$ cat config.mk
export PLATFORM = sky130hd
export DESIGN_NAME = biriscv_npc_update_arb_flat
export DESIGN_NICKNAME = d
export VERILOG_FILES = /design/src/rtl/biriscv_npc_update_arb_if.sv /design/src/rtl/biriscv_npc_update_arb.sv /design/src/flat_wrapper.sv
export SDC_FILE = /design/constraint.sdc
export NUM_CORES = 1
export LEC_CHECK = 0
export ABC_AREA = 0
export BUFFER_PORTS_ARGS = -buffer_cell sky130_fd_sc_hd__buf_2
export CELL_PAD_IN_SITES_DETAIL_PLACEMENT = 1
export CELL_PAD_IN_SITES_GLOBAL_PLACEMENT = 1
export CORE_MARGIN = 8
export CORE_UTILIZATION = 25
export CTS_BUF_LIST = sky130_fd_sc_hd__clkbuf_4
export DETAILED_ROUTE_END_ITERATION = 16
export HOLD_SLACK_MARGIN = 0.05
export PLACE_DENSITY = 0.54
export SYNTH_ARGS = -nofsm -noshare
export SYNTH_HDL_FRONTEND = slang
export SYNTH_SLANG_ARGS = --single-unit
$ cat constraint.sdc
create_clock -name clk_i -period 9.9 [get_ports clk_i]
set_input_delay 0.495 -clock clk_i [delete_from_list [all_inputs] [get_ports clk_i]]
set_output_delay 0.495 -clock clk_i [all_outputs]
set_load 0.02 [all_outputs]
$ cat src/rtl/biriscv_npc_update_arb_if.sv
// Branch-resolution report bundle between the issue pipes and the
// next-PC predictor update port.
interface biriscv_npc_update_arb_if #(
  parameter int NUM_BHT_ENTRIES_W = 9
);
  logic        invalidate_i;

  logic        p0_valid_i;
  logic        p0_mispredict_i;
  logic        p0_taken_i;
  logic [31:0] p0_source_i;
  logic [31:0] p0_target_i;
  logic        p0_is_call_i;
  logic        p0_is_ret_i;
  logic        p0_is_jmp_i;

  logic        p1_valid_i;
  logic        p1_mispredict_i;
  logic        p1_taken_i;
  logic [31:0] p1_source_i;
  logic [31:0] p1_target_i;
  logic        p1_is_call_i;
  logic        p1_is_ret_i;
  logic        p1_is_jmp_i;

  logic        branch_request_o;
  logic        branch_is_taken_o;
  logic        branch_is_not_taken_o;
  logic [31:0] branch_source_o;
  logic [31:0] branch_pc_o;
  logic        branch_is_call_o;
  logic        branch_is_ret_o;
  logic        branch_is_jmp_o;

  logic                         bht_clear_o;
  logic [NUM_BHT_ENTRIES_W-1:0] bht_clear_idx_o;
  logic                         busy_o;
  logic [15:0]                  drop_count_o;

  modport master (
    output invalidate_i,
    output p0_valid_i, p0_mispredict_i, p0_taken_i,
    output p0_source_i, p0_target_i,
    output p0_is_call_i, p0_is_ret_i, p0_is_jmp_i,
    output p1_valid_i, p1_mispredict_i, p1_taken_i,
    output p1_source_i, p1_target_i,
    output p1_is_call_i, p1_is_ret_i, p1_is_jmp_i,
    input  branch_request_o, branch_is_taken_o,
    input  branch_is_not_taken_o,
    input  branch_source_o, branch_pc_o,
    input  branch_is_call_o, branch_is_ret_o, branch_is_jmp_o,
    input  bht_clear_o, bht_clear_idx_o, busy_o, drop_count_o
  );

  modport slave (
    input  invalidate_i,
    input  p0_valid_i, p0_mispredict_i, p0_taken_i,
    input  p0_source_i, p0_target_i,
    input  p0_is_call_i, p0_is_ret_i, p0_is_jmp_i,
    input  p1_valid_i, p1_mispredict_i, p1_taken_i,
    input  p1_source_i, p1_target_i,
    input  p1_is_call_i, p1_is_ret_i, p1_is_jmp_i,
    output branch_request_o, branch_is_taken_o,
    output branch_is_not_taken_o,
    output branch_source_o, branch_pc_o,
    output branch_is_call_o, branch_is_ret_o, branch_is_jmp_o,
    output bht_clear_o, bht_clear_idx_o, busy_o, drop_count_o
  );
endinterface

$ cat src/rtl/biriscv_npc_update_arb.sv
// Next-PC predictor update arbiter: mispredicts pass straight through,
// training reports queue in a small FIFO, invalidate walks the BHT.
module biriscv_npc_update_arb #(
  parameter int FIFO_DEPTH        = 4,
  parameter int FIFO_DEPTH_W      = 2,
  parameter int NUM_BHT_ENTRIES   = 512,
  parameter int NUM_BHT_ENTRIES_W = 9
) (
  input logic                     clk_i,
  input logic                     rst_i,
  biriscv_npc_update_arb_if.slave bus
);

  localparam int PW = FIFO_DEPTH_W;
  localparam int KW = FIFO_DEPTH_W + 1;
  localparam int CW = FIFO_DEPTH_W + 2;
  localparam int IW = NUM_BHT_ENTRIES_W;
  localparam logic [IW-1:0] LAST = IW'(NUM_BHT_ENTRIES - 1);

  typedef struct packed {
    logic        taken;
    logic [31:0] source;
    logic [31:0] target;
    logic        is_call;
    logic        is_ret;
    logic        is_jmp;
  } entry_t;

  typedef enum logic {
    IDLE,
    CLEAR
  } state_t;

  entry_t          p0_e;
  entry_t          p1_e;
  entry_t          head_e;
  entry_t          first_e;
  entry_t          out_e;
  entry_t          mem_q [FIFO_DEPTH];
  logic [PW-1:0]   rd_ptr_q;
  logic [PW-1:0]   wr_ptr_q;
  logic [PW-1:0]   wr_nxt;
  logic [KW-1:0]   count_q;
  logic [15:0]     drop_q;
  logic [16:0]     drop_sum;
  state_t          state_q;
  state_t          state_d;
  logic [IW-1:0]   idx_q;
  logic [IW-1:0]   idx_d;

  logic            p0m;
  logic            p1m;
  logic            fwd0;
  logic            fwd1;
  logic            cand0;
  logic            cand1;
  logic            idle;
  logic            pop;
  logic            accept;
  logic [1:0]      n_cand;
  logic [1:0]      n_push;
  logic [1:0]      n_drop;
  logic [CW-1:0]   free_slots;
  logic            push0;
  logic            push1;
  logic            out_req;
  logic            out_vld;

  assign p0_e = {bus.p0_taken_i, bus.p0_source_i,
                 bus.p0_target_i, bus.p0_is_call_i,
                 bus.p0_is_ret_i, bus.p0_is_jmp_i};
  assign p1_e = {bus.p1_taken_i, bus.p1_source_i,
                 bus.p1_target_i, bus.p1_is_call_i,
                 bus.p1_is_ret_i, bus.p1_is_jmp_i};

  assign p0m   = bus.p0_valid_i & bus.p0_mispredict_i;
  assign p1m   = bus.p1_valid_i & bus.p1_mispredict_i;
  assign idle  = (state_q == IDLE);

  // pipe1 is on the wrong path whenever pipe0 redirects
  assign cand0 = bus.p0_valid_i & ~bus.p0_mispredict_i;
  assign cand1 = bus.p1_valid_i & ~bus.p1_mispredict_i & ~p0m;

  assign fwd0  = ~rst_i & p0m;
  assign fwd1  = ~rst_i & p1m & ~p0m;
  assign pop   = ~rst_i & (count_q != '0) & ~p0m & ~p1m & idle;

  assign accept  = idle & ~bus.invalidate_i;
  assign n_cand  = {1'b0, cand0} + {1'b0, cand1};
  assign head_e  = mem_q[rd_ptr_q];
  assign first_e = cand0 ? p0_e : p1_e;
  assign wr_nxt  = wr_ptr_q + PW'(1);

  always_comb begin
    free_slots = CW'(FIFO_DEPTH) - CW'(count_q) + CW'(pop);
    n_push     = 2'd0;
    if (accept) begin
      if (CW'(n_cand) <= free_slots)
        n_push = n_cand;
      else
        n_push = free_slots[1:0];
    end
    n_drop = accept ? (n_cand - n_push) : 2'd0;
    push0  = (n_push != 2'd0);
    push1  = (n_push == 2'd2);
  end

  always_ff @(posedge clk_i) begin
    if (push0) mem_q[wr_ptr_q] <= first_e;
    if (push1) mem_q[wr_nxt]   <= p1_e;
  end

  always_ff @(posedge clk_i or posedge rst_i) begin
    if (rst_i) begin
      rd_ptr_q <= '0;
      wr_ptr_q <= '0;
      count_q  <= '0;
    end else if (bus.invalidate_i) begin
      rd_ptr_q <= '0;
      wr_ptr_q <= '0;
      count_q  <= '0;
    end else begin
      rd_ptr_q <= rd_ptr_q + PW'(pop);
      wr_ptr_q <= wr_ptr_q + PW'(n_push);
      count_q  <= count_q + KW'(n_push) - KW'(pop);
    end
  end

  assign drop_sum = {1'b0, drop_q} + 17'(n_drop);

  always_ff @(posedge clk_i or posedge rst_i) begin
    if (rst_i)
      drop_q <= '0;
    else
      drop_q <= drop_sum[16] ? 16'hFFFF : drop_sum[15:0];
  end

  always_ff @(posedge clk_i or posedge rst_i) begin
    if (rst_i) begin
      state_q <= IDLE;
      idx_q   <= '0;
    end else begin
      state_q <= state_d;
      idx_q   <= idx_d;
    end
  end

  always_comb begin
    state_d = state_q;
    idx_d   = idx_q;
    unique case (state_q)
      IDLE: begin
        if (bus.invalidate_i) begin
          state_d = CLEAR;
          idx_d   = '0;
        end
      end
      CLEAR: begin
        if (bus.invalidate_i) begin
          idx_d = '0;
        end else if (idx_q == LAST) begin
          state_d = IDLE;
          idx_d   = '0;
        end else begin
          idx_d = idx_q + IW'(1);
        end
      end
      default: ;
    endcase
  end

  always_comb begin
    out_e   = head_e;
    out_req = 1'b0;
    out_vld = 1'b0;
    unique case (1'b1)
      fwd0: begin
        out_e   = p0_e;
        out_req = 1'b1;
        out_vld = 1'b1;
      end
      fwd1: begin
        out_e   = p1_e;
        out_req = 1'b1;
        out_vld = 1'b1;
      end
      pop:     out_vld = 1'b1;
      default: ;
    endcase
  end

  assign bus.branch_request_o      = out_req;
  assign bus.branch_is_taken_o     = out_vld & out_e.taken;
  assign bus.branch_is_not_taken_o = out_vld & ~out_e.taken;
  assign bus.branch_source_o       = out_vld ? out_e.source : '0;
  assign bus.branch_pc_o           = out_vld ? out_e.target : '0;
  assign bus.branch_is_call_o      = out_vld & out_e.is_call;
  assign bus.branch_is_ret_o       = out_vld & out_e.is_ret;
  assign bus.branch_is_jmp_o       = out_vld & out_e.is_jmp;

  assign bus.bht_clear_o     = (state_q == CLEAR);
  assign bus.bht_clear_idx_o = (state_q == CLEAR) ? idx_q : '0;
  assign bus.busy_o          = (state_q == CLEAR);
  assign bus.drop_count_o    = drop_q;

endmodule

$ cat src/flat_wrapper.sv
// flat-port wrapper written by rule: the top's interface ports become plain ports
module biriscv_npc_update_arb_flat 
#(
  parameter int FIFO_DEPTH        = 4,
  parameter int FIFO_DEPTH_W      = 2,
  parameter int NUM_BHT_ENTRIES   = 512,
  parameter int NUM_BHT_ENTRIES_W = 9
)
  (clk_i, rst_i, bus_invalidate_i, bus_p0_valid_i, bus_p0_mispredict_i, bus_p0_taken_i, bus_p0_source_i, bus_p0_target_i, bus_p0_is_call_i, bus_p0_is_ret_i, bus_p0_is_jmp_i, bus_p1_valid_i, bus_p1_mispredict_i, bus_p1_taken_i, bus_p1_source_i, bus_p1_target_i, bus_p1_is_call_i, bus_p1_is_ret_i, bus_p1_is_jmp_i, bus_branch_request_o, bus_branch_is_taken_o, bus_branch_is_not_taken_o, bus_branch_source_o, bus_branch_pc_o, bus_branch_is_call_o, bus_branch_is_ret_o, bus_branch_is_jmp_o, bus_bht_clear_o, bus_bht_clear_idx_o, bus_busy_o, bus_drop_count_o);
  biriscv_npc_update_arb_if #(.NUM_BHT_ENTRIES_W(NUM_BHT_ENTRIES_W)) bus_i ();
  input logic clk_i;
  input logic rst_i;
  input wire logic [$bits(bus_i.invalidate_i)-1:0] bus_invalidate_i;
  input wire logic [$bits(bus_i.p0_valid_i)-1:0] bus_p0_valid_i;
  input wire logic [$bits(bus_i.p0_mispredict_i)-1:0] bus_p0_mispredict_i;
  input wire logic [$bits(bus_i.p0_taken_i)-1:0] bus_p0_taken_i;
  input wire logic [$bits(bus_i.p0_source_i)-1:0] bus_p0_source_i;
  input wire logic [$bits(bus_i.p0_target_i)-1:0] bus_p0_target_i;
  input wire logic [$bits(bus_i.p0_is_call_i)-1:0] bus_p0_is_call_i;
  input wire logic [$bits(bus_i.p0_is_ret_i)-1:0] bus_p0_is_ret_i;
  input wire logic [$bits(bus_i.p0_is_jmp_i)-1:0] bus_p0_is_jmp_i;
  input wire logic [$bits(bus_i.p1_valid_i)-1:0] bus_p1_valid_i;
  input wire logic [$bits(bus_i.p1_mispredict_i)-1:0] bus_p1_mispredict_i;
  input wire logic [$bits(bus_i.p1_taken_i)-1:0] bus_p1_taken_i;
  input wire logic [$bits(bus_i.p1_source_i)-1:0] bus_p1_source_i;
  input wire logic [$bits(bus_i.p1_target_i)-1:0] bus_p1_target_i;
  input wire logic [$bits(bus_i.p1_is_call_i)-1:0] bus_p1_is_call_i;
  input wire logic [$bits(bus_i.p1_is_ret_i)-1:0] bus_p1_is_ret_i;
  input wire logic [$bits(bus_i.p1_is_jmp_i)-1:0] bus_p1_is_jmp_i;
  output wire logic [$bits(bus_i.branch_request_o)-1:0] bus_branch_request_o;
  output wire logic [$bits(bus_i.branch_is_taken_o)-1:0] bus_branch_is_taken_o;
  output wire logic [$bits(bus_i.branch_is_not_taken_o)-1:0] bus_branch_is_not_taken_o;
  output wire logic [$bits(bus_i.branch_source_o)-1:0] bus_branch_source_o;
  output wire logic [$bits(bus_i.branch_pc_o)-1:0] bus_branch_pc_o;
  output wire logic [$bits(bus_i.branch_is_call_o)-1:0] bus_branch_is_call_o;
  output wire logic [$bits(bus_i.branch_is_ret_o)-1:0] bus_branch_is_ret_o;
  output wire logic [$bits(bus_i.branch_is_jmp_o)-1:0] bus_branch_is_jmp_o;
  output wire logic [$bits(bus_i.bht_clear_o)-1:0] bus_bht_clear_o;
  output wire logic [$bits(bus_i.bht_clear_idx_o)-1:0] bus_bht_clear_idx_o;
  output wire logic [$bits(bus_i.busy_o)-1:0] bus_busy_o;
  output wire logic [$bits(bus_i.drop_count_o)-1:0] bus_drop_count_o;
  assign bus_i.invalidate_i = bus_invalidate_i;
  assign bus_i.p0_valid_i = bus_p0_valid_i;
  assign bus_i.p0_mispredict_i = bus_p0_mispredict_i;
  assign bus_i.p0_taken_i = bus_p0_taken_i;
  assign bus_i.p0_source_i = bus_p0_source_i;
  assign bus_i.p0_target_i = bus_p0_target_i;
  assign bus_i.p0_is_call_i = bus_p0_is_call_i;
  assign bus_i.p0_is_ret_i = bus_p0_is_ret_i;
  assign bus_i.p0_is_jmp_i = bus_p0_is_jmp_i;
  assign bus_i.p1_valid_i = bus_p1_valid_i;
  assign bus_i.p1_mispredict_i = bus_p1_mispredict_i;
  assign bus_i.p1_taken_i = bus_p1_taken_i;
  assign bus_i.p1_source_i = bus_p1_source_i;
  assign bus_i.p1_target_i = bus_p1_target_i;
  assign bus_i.p1_is_call_i = bus_p1_is_call_i;
  assign bus_i.p1_is_ret_i = bus_p1_is_ret_i;
  assign bus_i.p1_is_jmp_i = bus_p1_is_jmp_i;
  assign bus_branch_request_o = bus_i.branch_request_o;
  assign bus_branch_is_taken_o = bus_i.branch_is_taken_o;
  assign bus_branch_is_not_taken_o = bus_i.branch_is_not_taken_o;
  assign bus_branch_source_o = bus_i.branch_source_o;
  assign bus_branch_pc_o = bus_i.branch_pc_o;
  assign bus_branch_is_call_o = bus_i.branch_is_call_o;
  assign bus_branch_is_ret_o = bus_i.branch_is_ret_o;
  assign bus_branch_is_jmp_o = bus_i.branch_is_jmp_o;
  assign bus_bht_clear_o = bus_i.bht_clear_o;
  assign bus_bht_clear_idx_o = bus_i.bht_clear_idx_o;
  assign bus_busy_o = bus_i.busy_o;
  assign bus_drop_count_o = bus_i.drop_count_o;
  biriscv_npc_update_arb #(.FIFO_DEPTH(FIFO_DEPTH), .FIFO_DEPTH_W(FIFO_DEPTH_W), .NUM_BHT_ENTRIES(NUM_BHT_ENTRIES), .NUM_BHT_ENTRIES_W(NUM_BHT_ENTRIES_W)) u_core (.clk_i(clk_i), .rst_i(rst_i), .bus(bus_i));
endmodule
; ---- Yosys cells after proc, flatten, opt, wreduce, memory -nomap -nowiden
; Memory sizes are Yosys's and may differ from the RTL's.
; Cells that the tools add are included.
[op_classes]
add_sub_neg = 11
magnitude_cmp = 1
eq_ne = 3
n_mux = 26
n_bitwise = 26
n_reduce_logical = 4
[op_table]
columns = cell, count
row1 = $pmux 68 s2, 1
row2 = $mux 68, 1
row3 = $mux 32, 2
row4 = $mux 9, 4
row5 = $and 1x1->1, 18
row6 = $pmux 9 s2, 1
row7 = $add 16x2->17, 1
row8 = $mux 16, 1
row9 = $mux 2, 5
row10 = $add 9x1->9 const B, 1
row11 = $eq 9x9->1 const B, 1
row12 = $mux 1, 9
row13 = $not 1->1, 8
row14 = $add 4x1->4, 1
row15 = $le 2x4->1, 1
row16 = $sub 3x3->4 const A, 1
row17 = $add 3x2->3, 1
row18 = $mux 3, 1
row19 = $reduce_bool 3->1, 1
row20 = $reduce_or 3->1, 1
row21 = $sub 3x1->3, 1
row22 = $add 1x1->2, 1
row23 = $add 2x1->2, 1
row24 = $add 2x1->2 const B, 1
row25 = other kinds (7), 7
[totals]
register_bits = 33
mem_bits_rw = 272
in_bits = 143
out_inout_bits = 97
word_cells = 78
n_memories = 1
[memory_table]
columns = name, depth, width, rd, rd_clocked_by_memory_dff, write_ports, line_no
row1 = u_core.mem_q, 4, 68, 1, 0, 2, biriscv_npc_update_arb.sv:39  ; entry_t mem_q [FIFO_DEPTH];

; ---- Logic depth before layout (Yosys ltp)
; Gate-level depths: netlist of the first run.
[logic_depth]
ltp_word = 13
mapped_depth = 21
ltp_nobuf = 20

; ---- Worst setup path after synthesis of the first run
; OpenSTA, ideal clock, no wires.
[synth_timing]
path_type = input -> register
startpoint = in rst_i
endpoint = mem u_core.mem_q[0][0] (netlist name), enable pin
setup_ns = 0.595
t_arrival_ns = 8.183
required_time_ns = 9.305
path_slack_ns = 1.123
cell_stages = 12
path_buffers = 0
cell_sequence = inv_1 nand3_1 ha_1 inv_1 ha_1 inv_1 ha_1 nor2b_1 o221ai_4 mux2i_1 nor2_1 o31ai_1
[synth_rtl]
columns = item, line_no
row1 = start: declaration, flat_wrapper.sv:12  ; input logic rst_i;
row2 = end: declaration, biriscv_npc_update_arb.sv:39

==> out/metrics.yaml, run 1 <==
critical_path:
  crit_required_ps: 10430
  crit_type: "input port to flip-flop"
  crit_fanout: 35
  ff2ff_setup_slack_ps: 4510
  r2r_cells: 14
  crit_arrival_ps: 5960
  worstSetupEndpointType: "flip-flop"
  cp-start-kind: "input port"
die:
  die_area_um2: 74500
  dieWidth_um: 273
  io_pins: 240
  die_h_um: 273
  start_util_pct: 25.2
  core_area_um2: 65500
  num_rows: 94
placed_design:
  hpwl_um: 31700
  place_ws_ps: 4290
  placedInstanceArea_um2: 18600
  place_congestion: 0.716
  portBuffers: 239
logic_synthesis:
  yosysWarnings: 0
  yosysTopAreaCell: "edfxtp_1"
  synth_xor_area_share_pct: 0.903
  yosysSeqAreaShare_pct: 54.5
  syn_inst: 1126
  synth-simple-area-share_pct: 4.88
  ys_ff_latch: 305
  netlist_area_um2: 16500
  synth_compound_area_share_pct: 6.59
  synth_edf_count: 272
  ys_async_sr_fraction_pct: 10.8
  synth_fa_ha_area_share_pct: 1.38
  synth_flop_cell: "edfxtp_1"
  synthMuxAreaShare_pct: 28.8
  synth_area_per_cell_um2: 14.6
  syn_nets: 1286
  synth_area_leaders: "edfxtp_1, mux2_2, mux4_2, dfrtp_1, a22oi_1"
  synth_top_cell_area_share_pct: 49.5
  synth_top_family_by_area: "multiplexers"
  synth.distinct_cells: 42
timing:
  setup_viol: 0
  finalWorstSetupSlack_ps: 4470
  max_freq_mhz: 184
  period_share_pct: 54.9
  hold_violations: 0
  worst_pin_slew_ps: 1130
  timing.final.crit_period_ps: 5430
  max_slew_margin_pct: 24.3
  skew_ps: 46.7
  hold_slack_ps: 430
  tns_ps: 0
  rsz0062_at_grt: "false"
  maxSlewViolCount: 0
flow_run:
  max_cap_violations: 0
global_route:
  grtUsageTotal_pct: 15.0
  grt_pass1_wl_um: 85500
  antenna_found_initial: 6
  grt_max_degree: 39
  grt_pass1_vias: 13800
  grt_overflow: 0
cts:
  cts_tree: "done"
  clk_latency_ps: 810
  numCtsBuffers: 92
  ctsResizeCount: 0
  cts_sinks: 305
  ctsRootBufferMaster: "clkbuf_4"
  cts_max_level: 3
  cts.clk_slew.worst_paths_ps: 60
  cts_max_path_buffers: 3
routing:
  wl_um: 56500
  route.detailed.wl_per_inst_um: 22.3
  drt_iter0_markers: 637
  routed-via-count: 12064
  drtAntennaViolNets: 0
  drc_errors: 0
  drt_pass1_iterations: 5
  via_per_inst: 4.75
worst_hold_path:
  min_path_type: "input port to async pin"
power:
  p_leak_nw: 8.05
  peakVddDrop_uv: 52.1
  power_per_cell_area_nw_per_um2: 137
cells_and_area:
  fin_nets: 1769
  drive_gt1_share_pct: 44.9
  design_area_um2: 21800
  layout_commonest_cell: "edfxtp_1"
  fillCellCount: 7068
  area_delta_synth_final_pct: 32.1
  layout_common_cells: "edfxtp_1, mux2_2, buf_2, dlygate4sd3_1, clkbuf_4"
outcome:
  status: "finished, final reports clean"
-- worst max-delay path, cell delays in order --
cell and delay [ps]:
dlygate4sd3_1 530, buf_2 160, inv_1 60, buf_4 410, nand3_1 170, ha_1 230, inv_1 60, ha_1 270
inv_1 80, ha_1 230, nor2b_1 160, o221ai_4 280, mux2i_4 480, a31o_4 640, buf_4 710, mux2_2 400
dlygate4sd3_1 550
-- power by group --
group          internal (mW)  switching (mW)  total (mW)
clock                  0.611           0.579        1.19
combinational          0.195           0.191       0.386
sequential              1.41         0.00293        1.42
-- per-stage QoR --
step / utilization (%) / total power [mW] / std cells
floorplan: - / 1.62 / 1126
global placement: 28.4 / 1.75 / 2173
detailed placement: 28.4 / 1.75 / 2173
CTS: 33.2 / 3.06 / 2535
global route: 33.3 / 3.14 / 2539
finish: 33.3 / 2.99 / 2539
-- sequential cells by signal, indices dropped and copies added, names as in the netlist --
register / cells
u_core.bus.bht_clear_o: 1
u_core.bus.drop_count_o: 16
u_core.count_q: 3
u_core.idx_q: 9
u_core.mem_q: 272
u_core.rd_ptr_q: 2
u_core.wr_ptr_q: 2
-- final timing paths --
kind / end / startpoint
setup / recovery: u_core.mem_q[0][3] / rst_i
hold / removal: u_core.idx_q[3] / rst_i
setup reg to reg: u_core.mem_q[0][3] / u_core.bus.bht_clear_o
hold reg to reg: u_core.idx_q[2] / u_core.idx_q[2]
max in group asynchronous: u_core.rd_ptr_q[0] / rst_i
min in group clk_i: u_core.idx_q[2] / u_core.idx_q[2]
-- per-layer routing --
layer	global-route usage, %	routed length, um
met5	0	0
met4	4.43	928
met3	3.23	2770
met2	24.3	27200
met1	20.0	25600
-- logic make-up after synthesis --
logic type      count (synthesis)
mux                           347
buf+inv                        98
flops                         305
simple gates                  179
xor+xnor                       17
compound gates                163
fa+ha+maj                      17
-- area by class of cell --
cell class              instances  area (um^2)  share of cell area (%)
flip-flops and latches        305         9000                    41.3
multi-input cells             723         7080                    32.5
repair buffers                470         3450                    15.8
well taps                     864         1080                    4.96
clock buffers                 126          946                    4.34
clock inverters                30          155                   0.712
inverters                      17         63.8                   0.293
diodes                          4         10.0                  0.0460
-- synthesized netlist by cell type (2+ instances only) --
cell type    n
a31oi_4      3
mux2i_1      4
and2_1      10
buf_2       23
buf_1        5
clkbuf_1    40
and3_1       8
inv_1       17
mux2_1       6
a22oi_1     68
xor2_1       6
nand3_1     10
edfxtp_1   272
ha_1        15
fa_1         2
nor2_1      28
nor3_1       4
dfrtp_1     33
nand4_1      3
nand2_1     96
buf_4        4
xnor2_1     11
buf_6        9
o21ai_0     80
or2_2        2
mux4_2      68
a21oi_1      3
mux2_4      20
mux2_2     248
nor2b_1      8
nand2b_1     6
nor3b_1      2
o31ai_1      3
-- timing repair --
action / CTS / global route
hold buffers: 206 / 0
setup buffers: 0 / 0
hold endpoints to repair: 315 / 0
No activity file was read; power rests on OpenSTA's default activity.
==> run 2, diff against run 1 <==
- clock period: 9.9 -> 5.18 ns (I/O delays scaled with it)
==> run 2 against run 1 <==
Compared with the run above:
- largest cell class unchanged
- sequential cell count is the same
- clock power grew 97%
- critical path depth up 3
==> out/metrics.yaml, run 2 (synthesis gave the netlist of run 1 again) <==
placed_design:
  placedInstanceArea_um2: 18700
  place_congestion: 0.730
  hpwl_um: 32400
  portBuffers: 239
  place_inst: 2178
critical_path:
  reg2reg_from: "u_core.count_q[1]"
  crit_arrival_ps: 5440
  cp-start-kind: "flip-flop"
  path_cells: "nor3_2 > nor2_1 > nand3_1 > ha_1 > inv_1 > ha_1 > inv_1 > ha_1 > nor2b_1 > o221ai_4 > mux2i_1 > ha_1 > nor3_1 > ha_1 > inv_1 > fa_1 > nor2_2 > and3_1 > nand3_1 > mux2_2"
  cp.depth: 20
  crit_required_ps: 5880
  critical_path.top_delay_family: "adder cells"
  path_buf_inv: 3
  cpMostUsedCell: "ha_1"
  crit_slowest_cell: "fa_1"
  ff2ff_setup_slack_ps: 440
  r2r_cells: 20
  r2r-end: "u_core.bus.drop_count_o[14]"
  worstSetupEndpointType: "flip-flop"
  max_stage_delay_ps: 480
  crit_fanout: 4
  crit_type: "flip-flop to flip-flop"
timing:
  skew_ps: 42.6
  max_freq_mhz: 211
  period_share_pct: 91.5
  worst_pin_slew_ps: 1070
  rsz0062_at_grt: "false"
  setup_viol: 0
  timing.final.crit_period_ps: 4740
  max_slew_margin_pct: 28.7
  hold_violations: 0
  maxSlewViolCount: 0
global_route:
  grt_overflow: 0
  grt_max_degree: 69
  use_met1_pct: 18.4
  grtUsageTotal_pct: 14.5
  gr-max-usage-layer: "met2"
  gr-usage-met3_pct: 3.66
  antenna_found_initial: 10
  use_met2_pct: 24.0
  grt_pass1_wl_um: 82900
  grt_pass1_vias: 13627
cts:
  cts_max_path_buffers: 3
  cts_max_level: 3
  post_cts_buffers: 0
  numCtsBuffers: 93
  clk_latency_ps: 820
  cts.clk_slew.worst_paths_ps: 80
  cts_tree: "done"
  ctsRootBufferMaster: "clkbuf_4"
  cts_sinks: 305
cells_and_area:
  fin_nets: 1776
  fin_cells: 2557
  layout_common_cells: "edfxtp_1, mux2_2, buf_2, dlygate4sd3_1, clkbuf_4"
  top_register: "u_core.mem_q"
  layout_commonest_cell: "edfxtp_1"
  area_delta_synth_final_pct: 33.4
  drive_gt1_share_pct: 45.8
  largest_reg_flops: 272
  design_area_um2: 22000
routing:
  via_per_inst: 4.70
  drc_errors: 0
  wl_um: 55000
  drtAntennaViolNets: 0
  drt_iter0_markers: 583
  drt_pass1_iterations: 4
  route.detailed.wl_per_inst_um: 21.5
  routed-via-count: 12029
die:
  num_rows: 94
  dieWidth_um: 273
  die_h_um: 273
  core_area_um2: 65500
  io_pins: 240
  die_area_um2: 74500
  start_util_pct: 25.2
worst_hold_path:
  hold_depth: 7
  min-delay-start: "bus_p1_valid_i"
  min_path_type: "input port to flip-flop"
  min_to: "u_core.rd_ptr_q[1]"
flow_run:
  max_cap_violations: 0
power:
  power_per_cell_area_nw_per_um2: 263
  p_leak_nw: 8.13
  peakVddDrop_uv: 112
outcome:
  status: "finished, final reports clean"
[run 2: cell count changes in the layout (fill, tap and decap cells not counted), sizes merged]
cell         before  now
dlygate4sd3     206  207
clkinvlp          1    4
inv              19   18
clkbuf          126  139
buf             264  269
diode             4    9
clkinv           26   19
bufinv            1    0
[run 2: where the power goes]
group	internal, mW	switching (mW)
combinational	0.378	0.359
sequential	2.70	0.00557
clock	1.22	1.13
[run 2: worst reg2reg max path: stages, from the launching register on]
cell and delay, ps:
dfrtp_1 410, nor3_2 230, nor2_1 60, nand3_1 130, ha_1 190, inv_1 50
ha_1 340, inv_1 70, ha_1 300, nor2b_1 170, o221ai_4 270, mux2i_1 300
ha_1 260, nor3_1 170, ha_1 200, inv_1 60, fa_1 480, nor2_2 220
and3_1 300, nand3_1 110, mux2_2 280
[run 2: timing repair]
action / CTS / global route
endpoints found under the setup margin: 0 / 14
gates resized for setup: 0 / 4
endpoints found under the hold margin: 323 / 0
hold buffers: 207 / 0
[run 2: worst max path at each step]
stage                     slack (ps)                          end               from
after floorplan                -1150           u_core.mem_q[1][0]              rst_i
after global placement           370   u_core.bus.drop_count_o[5]  u_core.count_q[1]
after detailed placement         200   u_core.bus.drop_count_o[5]  u_core.count_q[0]
after CTS                        140   u_core.bus.drop_count_o[5]  u_core.count_q[1]
after global routing             100  u_core.bus.drop_count_o[14]  u_core.count_q[1]
final                            440  u_core.bus.drop_count_o[14]  u_core.count_q[1]
[run 2: area by class of cell]
| cell class | count | area [um^2] |
|---|---|---|
| fill | 7023 | 43500 |
| sequential | 305 | 9000 |
| multi-input combinational | 723 | 7100 |
| timing repair buffer | 476 | 3570 |
| tap | 864 | 1080 |
| clock buffer | 139 | 1040 |
| clock inverter | 24 | 116 |
| inverter | 17 | 63.8 |
| antenna | 9 | 22.5 |
[run 2: per-layer routing]
layer,up-vias,share of wire [%],routed length (um)
met1,6151,44,24300
met3,90,4.9,2720
met5,-,0.047,26
li1,5453,-,-
met4,4,2.2,1200
met2,331,49,26800
[run 2: metrics by stage]
stage | TNS (ps) | hold slack [ps] | worst slack (ps) | total power, mW | utilization [%]
floorplan | -156220 | 325 | -1150 | 3.10 | -
global placement | 0 | 489 | 373 | 3.34 | 28.6
detailed placement | 0 | 480 | 202 | 3.35 | 28.6
CTS | 0 | 132 | 141 | 5.92 | 33.5
global route | 0 | 195 | 95.4 | 6.08 | 33.6
finish | 0 | 284 | 441 | 5.80 | 33.6
